[src/rtl/count_sequencer.sv]
// count_sequencer: steps a free-running `count` instance through a table of
// interval segments by reloading its match_value on every accepted match.
// Optional repeat counter is compiled in with `define COUNT_SEQ_REPEAT_EN.
module count_sequencer #(
  parameter int unsigned BIN  = 32,
  parameter int unsigned SEGS = 4,
  parameter int unsigned AW   = 2
) (
  input  logic           clk,
  input  logic           reset_n,
  input  logic           cfg_we,
  input  logic [AW-1:0]  cfg_addr,
  input  logic [BIN-1:0] cfg_data,
  input  logic [AW:0]    seg_count,
  input  logic           loop,
  input  logic           start,
  input  logic           stop,
`ifdef COUNT_SEQ_REPEAT_EN
  input  logic [7:0]     rep_count,
  output logic [7:0]     rep_left,
`endif
  input  logic [BIN-1:0] cnt_value,
  input  logic           cnt_match,
  output logic           cnt_enable,
  output logic [BIN-1:0] cnt_match_value,
  output logic [AW-1:0]  seg_idx,
  output logic           seg_pulse,
  output logic           busy,
  output logic           done
);

  typedef enum logic [1:0] {IDLE, ARM, RUN} state_t;

  state_t         state;
  logic [BIN-1:0] tbl [SEGS];
  logic [AW-1:0]  seg_last;
  logic [AW-1:0]  nxt_idx;
  logic           is_last;
  logic           hit;
  logic           finish;

  // A zero interval would never produce a fresh match, so it is stretched to 1.
  function automatic logic [BIN-1:0] ivl(input logic [BIN-1:0] t);
    return (t == '0) ? BIN'(1) : t;
  endfunction

  // Index of the last active segment, with seg_count clamped to 1..SEGS.
  function automatic logic [AW-1:0] last_of(input logic [AW:0] n);
    if (n == '0)
      return '0;
    else if (n > (AW+1)'(SEGS))
      return AW'(SEGS - 1);
    else
      return AW'(n - (AW+1)'(1));
  endfunction

  // Double-qualified match so a stale match flag from the counter is ignored.
  assign hit     = cnt_match && (cnt_value == cnt_match_value);
  assign is_last = (seg_idx == seg_last);
  assign nxt_idx = is_last ? '0 : seg_idx + AW'(1);

`ifdef COUNT_SEQ_REPEAT_EN
  assign finish  = is_last && (!loop || (rep_left == 8'd0));
`else
  assign finish  = is_last && !loop;
`endif

  // Interval table; host writes only land while idle.
  always_ff @(posedge clk or negedge reset_n) begin
    if (!reset_n) begin
      for (int i = 0; i < int'(SEGS); i++) tbl[i] <= '0;
    end else if (cfg_we && (state == IDLE)) begin
      tbl[cfg_addr] <= cfg_data;
    end
  end

  // Sequencer state machine with registered outputs.
  always_ff @(posedge clk or negedge reset_n) begin
    if (!reset_n) begin
      state           <= IDLE;
      cnt_enable      <= 1'b0;
      cnt_match_value <= '0;
      seg_idx         <= '0;
      seg_last        <= '0;
      seg_pulse       <= 1'b0;
      busy            <= 1'b0;
      done            <= 1'b0;
`ifdef COUNT_SEQ_REPEAT_EN
      rep_left        <= 8'd0;
`endif
    end else begin
      seg_pulse <= 1'b0;
      done      <= 1'b0;
      case (state)
        IDLE: begin
          cnt_enable <= 1'b0;
          if (start && !stop) begin
            cnt_match_value <= cnt_value + ivl(tbl[0]);
            seg_idx         <= '0;
            seg_last        <= last_of(seg_count);
            busy            <= 1'b1;
            state           <= ARM;
`ifdef COUNT_SEQ_REPEAT_EN
            rep_left        <= rep_count;
`endif
          end
        end
        ARM: begin
          if (stop) begin
            busy  <= 1'b0;
            state <= IDLE;
          end else begin
            cnt_enable <= 1'b1;
            state      <= RUN;
          end
        end
        RUN: begin
          if (stop) begin
            cnt_enable <= 1'b0;
            busy       <= 1'b0;
            state      <= IDLE;
          end else if (hit) begin
            seg_pulse <= 1'b1;
            if (finish) begin
              cnt_enable <= 1'b0;
              busy       <= 1'b0;
              done       <= 1'b1;
              state      <= IDLE;
            end else begin
              seg_idx         <= nxt_idx;
              cnt_match_value <= cnt_match_value + ivl(tbl[nxt_idx]);
`ifdef COUNT_SEQ_REPEAT_EN
              if (is_last) rep_left <= rep_left - 8'd1;
`endif
            end
          end
        end
        default: begin
          cnt_enable <= 1'b0;
          busy       <= 1'b0;
          state      <= IDLE;
        end
      endcase
    end
  end

endmodule
[config.mk]
export PLATFORM = sky130hd
export DESIGN_NAME = count_sequencer
export DESIGN_NICKNAME = d
export VERILOG_FILES = /design/src/rtl/count_sequencer.sv
export SDC_FILE = /design/constraint.sdc
export NUM_CORES = 1
export LEC_CHECK = 0
export ABC_AREA = 1
export CORE_MARGIN = 1.5
export CORE_UTILIZATION = 40
export CTS_CLUSTER_DIAMETER = 80
export DETAILED_ROUTE_END_ITERATION = 8
export PLACE_DENSITY = 0.63
export SLEW_MARGIN = 0
export SYNTH_ARGS = -nofsm -noshare
export SYNTH_HDL_FRONTEND = slang
export SYNTH_SLANG_ARGS = --single-unit
[constraint.sdc]
create_clock -name clk -period 8.03 [get_ports clk]
set_clock_uncertainty 0.05 [all_clocks]
set_input_delay 1.606 -clock clk [delete_from_list [all_inputs] [get_ports clk]]
set_output_delay 1.606 -clock clk [all_outputs]
set_load 0.02 [all_outputs]
After elaboration in Yosys (flattened, before gate mapping):

Cells that the tools add are included.

* register bits after elaboration: 170
* input port bits: 76

* bitwise operators: 2
* add/sub/neg operators: 4
* magnitude comparators: 4
* eq/ne operators: 12
* multiplexer cells: 42
* reduce and logical (&&, ||, !) cells: 17

Operators with widths (count)
* $mux W32: 9
* $bwmux W128: 1
* $add A32 B32 Y32: 2
* $bmux W32 S2: 1
* $demux W32 S2: 1
* $logic_not A32 Y1: 2
* $pmux W32 S2: 1
* $eq A32 B32 Y1: 1
* $mux W2: 12
* $mux W1: 13
* $ne A2 B2 Y1 const B: 5
* $ge A3 B3 Y1 const B: 2
* $ne A3 B3 Y1 const B: 2
* $not A2 Y3: 2
* $pmux W2 S3: 1
* $reduce_and A3 Y1: 2
* $logic_and A1 B1 Y1: 5
* $reduce_and A5 Y1: 1
* $pmux W2 S2: 1
* $reduce_and A4 Y1: 1
* $gt A3 B3 Y1 const B: 1
* $logic_not A3 Y1: 1
* $lt A3 B1 Y1 const B: 1
* $pmux W1 S3: 1
* 11 further kinds: 12

Depth between registers and ports, before layout:

* depth after elaboration: 13
* mapped depth: 32
* mapped depth without buffers: 30

Least setup slack after synthesis:

OpenSTA, ideal clock, no wires.

* path type: reg2reg
* from: register seg_idx[0]
* to: register cnt_match_value[30]
* data required time: 7.863 ns
* period minus slack after synthesis: 3.513 ns
* cell stages (with the launch flop): 30
* path slack: 4.517 ns
* buffers on the path: 2
* library setup time: 0.117 ns
* data arrival time: 3.346 ns
* cells stage by stage: dfrtp_1 -> inv_2 -> nand2_1 -> nand2_1 -> nand2_2 -> buf_4 -> clkbuf_1 -> o2111ai_1 -> nand2_1 -> clkinv_1 -> nand2_1 -> nor2_1 -> nand2_1 -> nor2_1 -> nand2_1 -> nand2_1 -> ha_1 -> fa_1 -> nand2_1 -> o21ai_0 -> nand2_1 -> nand2_1 -> nand2_1 -> nand2_1 -> nand2_1 -> nand3_1 -> nand3_1 -> nand2_1 -> nand2_1 -> nand2_1

* cells in the longest elaborated chain, start to end: 13

Ends and longest elaborated chain
* from (decl): RTL line 26 `output logic [AW-1:0] seg_idx,`
* from (signal assigned): RTL line 130 `seg_idx <= nxt_idx;`
* $add A2 B1 Y2 / $eq A2 B2 Y1 (equally long branches): RTL line 60, 59
* $mux W2: RTL line 60 `assign nxt_idx = is_last ? '0 : seg_idx + AW'(1);`
* $not A2 Y3 (implied by the code): RTL line 131 `cnt_match_value <= cnt_match_value + ivl(tbl[nxt_idx]);`
* $bmux W32 S2: RTL line 131
* $mux W32 (implied by the code) (2 in a row): RTL line 131
* $logic_not A32 Y1: RTL line 44 `return (t == '0) ? BIN'(1) : t;`
* $mux W32: RTL line 44
* $add A32 B32 Y32: RTL line 131
* $mux W32: RTL line 124 `if (finish) begin`
* $mux W32: RTL line 122 `end else if (hit) begin`
* $mux W32: RTL line 118 `if (stop) begin`
* $pmux W32 S2: RTL line 94 `case (state)`
* to (signal assigned): RTL line 98 `cnt_match_value <= cnt_value + ivl(tbl[0]);`
* to (signal assigned): RTL line 131
* to (decl): RTL line 25 `output logic [BIN-1:0] cnt_match_value,`

Several ways; a longest one is shown, not always the timed one. The select of a mux whose other input is x is not followed.
A chain may end at the register's enable or synchronous reset.

Worst setup path after layout:

Ends and elaborated chain as after synthesis.

==> impl_metrics.yaml <==
status:
  outcome: "finished, final reports clean"
worst_hold_path:
  min_path_cells: 2
  min_to: "tbl[71]$_DFFE_PN0P_"
  min_path_type: "flip-flop to flip-flop"
  holdCritStartpoint: "tbl[71]$_DFFE_PN0P_"
routing:
  wl_met2_um: 20600
  drt_wl_total_um: 47900
  drt_first_pass_iters: 5
  dr_total_vias: 13755
  ant_nets: 0
  avgViaCountPerCell: 5.24
  topRoutingLayerUsed: "met4"
  route.met3.wl_um: 3150
  wl_met1_um: 22600
  drc_errors: 0
  drt_iter0_markers: 1252
  wl_per_cell_um: 18.2
finish:
  num_antenna_cells: 0
  nets: 2311
  drive_gt1_frac: 0.0467
  layout_common_cells: "737 x nand2_1, 283 x inv_1, 193 x o21ai_0"
  final_common_cell: "nand2_1"
  layout.cells.non_filler: 2625
  syn2layout_area_growth_pct: 15.5
die:
  num_rows: 66
  dieArea_mm2: 0.0346
  io_pins: 114
  die_w_um: 186
  die_h_um: 186
  initial_utilization: 0.409
  core_area_mm2: 0.0328
power_and_ir_drop:
  cellPowerDensity_mw_per_mm2: 350
  leakagePower_nw: 8.11
  ir_drop_mv: 0.164
critical_path:
  r2r-start: "seg_idx[0]$_DFFE_PN0P_"
  path_max_fanout: 33
  slowest_delay_ns: 0.54
  path_class: "flip-flop to flip-flop"
  required_ns: 8.31
  start_kind: "flip-flop"
  regToRegSetupSlack_ns: 3.26
  critical_path.slowest_cell: "o21ai_0"
  reg2reg_to: "cnt_match_value[30]$_DFFE_PN0P_"
  worstPathArrival_ns: 5.05
  end_kind: "flip-flop"
  ff2ff_path_depth: 29
  critPathMostFrequentCell: "nand2_1"
cts:
  cts_buffer_depth: 2
  clk_latency_ns: 0.43
  h-tree-depth: 4
  clock_sinks: 170
  cts_resized: 0
  path_clk_slew_ns: 0.07
  cts_setup_buffers: 0
  cts_root_buf: "clkbuf_16"
  cts_hold_buf: 0
  numCtsBuffers: 17
  tritoncts: "built"
logic_synthesis:
  ys.flop_type: "dfrtp_1"
  ys_ff_latch: 170
  synth_warnings: 0
  syn_inst: 2117
  async_flop_share: 1.00
  synth_cell_types: 39
  syn_area_mm2: 0.0134
  synth_edf_count: 0
  syn_avg_cell_area_um2: 6.33
  yosysSeqAreaShare: 0.317
  syn-num-nets: 2258
sta:
  fin_crit_sh: 0.594
  max_freq_mhz: 210
  rsz0062_at_grt: "no"
  drv_slew: 0
  slew_headroom: 0.349
  setup_viol: 0
  final.min_clock_period_ns: 4.77
  hold_viol_final: 0
  fin_tns_setup_ns: 0
  worstMarginPinSlew_ns: 0.977
placement:
  port-buffer-count: 113
  post-dp-hpwl_um: 37500
  place_congestion: 1.01
  dp.cells: 2593
grt:
  grt_antenna_before_repair: 0
  grt_overflow: 0
  track_usage: 0.284
  grt_pass1_wl_um: 73700
  grt_max_degree: 96
  first_global_vias: 12963
run:
  cap_violations: 0
-- layout make-up --
type	count	area [um2]
fillers	3438	17300
inverters	304	1140
clock inverters	11	204
repair buffers	127	1240
flip-flops and latches	170	4250
multi-input cells	1550	7620
well taps	442	553
clock buffers	21	470
-- synthesized netlist by cell type, types with 2 or more instances --
cell,count,area [um2]
fa_1,2,40.0
o21bai_1,11,82.6
a21oi_1,86,430
o21ai_0,193,966
nand2b_1,2,12.5
xnor2_1,7,61.3
nand3_1,145,726
o21a_1,2,15.0
inv_1,283,1060
nand2_1,737,2770
o2111ai_1,18,158
buf_4,5,37.5
nor2_1,121,454
buf_6,3,33.8
and2_1,5,31.3
clkinv_1,10,37.5
inv_2,10,37.5
nor3_1,14,70.1
xor2_1,10,87.6
buf_2,12,60.1
nor4_1,13,81.3
nand3b_1,43,323
or2_2,36,225
dfrtp_1,170,4250
nand4_1,28,175
buf_1,2,7.51
ha_1,63,788
clkbuf_1,71,267
o22ai_1,5,31.3
-- worst max path at each step --
stage | start | to | slack, ns
final | seg_idx[0]$_DFFE_PN0P_ | cnt_match_value[30]$_DFFE_PN0P_ | 3.26
after global routing | seg_idx[0]$_DFFE_PN0P_ | cnt_match_value[18]$_DFFE_PN0P_ | 2.83
after CTS | seg_idx[0]$_DFFE_PN0P_ | cnt_match_value[30]$_DFFE_PN0P_ | 3.23
after detailed placement | seg_idx[0]$_DFFE_PN0P_ | cnt_match_value[30]$_DFFE_PN0P_ | 3.25
after global placement | seg_idx[0]$_DFFE_PN0P_ | cnt_match_value[30]$_DFFE_PN0P_ | 3.32
after floorplan | seg_idx[0]$_DFFE_PN0P_ | cnt_match_value[30]$_DFFE_PN0P_ | 4.52
-- sequential cells by signal, indices dropped and copies added, names as in the netlist --
name / flops
tbl: 128
cnt_match_value: 32
seg_idx: 2
seg_last: 2
state: 2
busy: 1
cnt_enable: 1
done: 1
seg_pulse: 1
-- per-layer routing --
metal,vias to the layer above,global-route usage
li1,6858,-
met1,6327,0.405
met2,494,0.435
met3,76,0.0378
met4,0,0.109
met5,-,0
-- kinds of logic after synthesis --
kind of cell,Yosys count,share of synthesized area
simple gates,1147,0.365
buf+inv,397,0.115
compound gates,320,0.128
flops,170,0.317
fa+ha+maj,65,0.0618
xor+xnor,18,0.0123
-- critical path: cells and delay by family, from the launching register on --
kind                     cells  cell delay, ns
XOR/XNOR                     1            0.20
AND/OR/NAND/NOR             21            2.18
AO/OA/AOI/OAI                1            0.54
adder cells (fa/ha/maj)      2            0.46
buffers and inverters        4            0.83
flip-flops                   1            0.37
-- where the power goes --
part	total [mW]	internal, mW	switching [mW]
clock network	0.954	0.584	0.369
registers	1.43	1.08	0.351
logic	3.02	1.07	1.96
-- stage by stage --
step	hold slack [ns]	setup WS (ns)	utilization	area (um2)	power (mW)
global route	0.447	2.83	0.472	15500	5.85
floorplan	0.394	4.52	-	13400	3.39
detailed placement	0.414	3.25	0.452	14800	4.40
global placement	0.407	3.32	0.452	14800	4.38
CTS	0.432	3.23	0.472	15500	5.37
finish	0.428	3.26	0.472	15500	5.41
No activity file was read; power rests on OpenSTA's default activity.
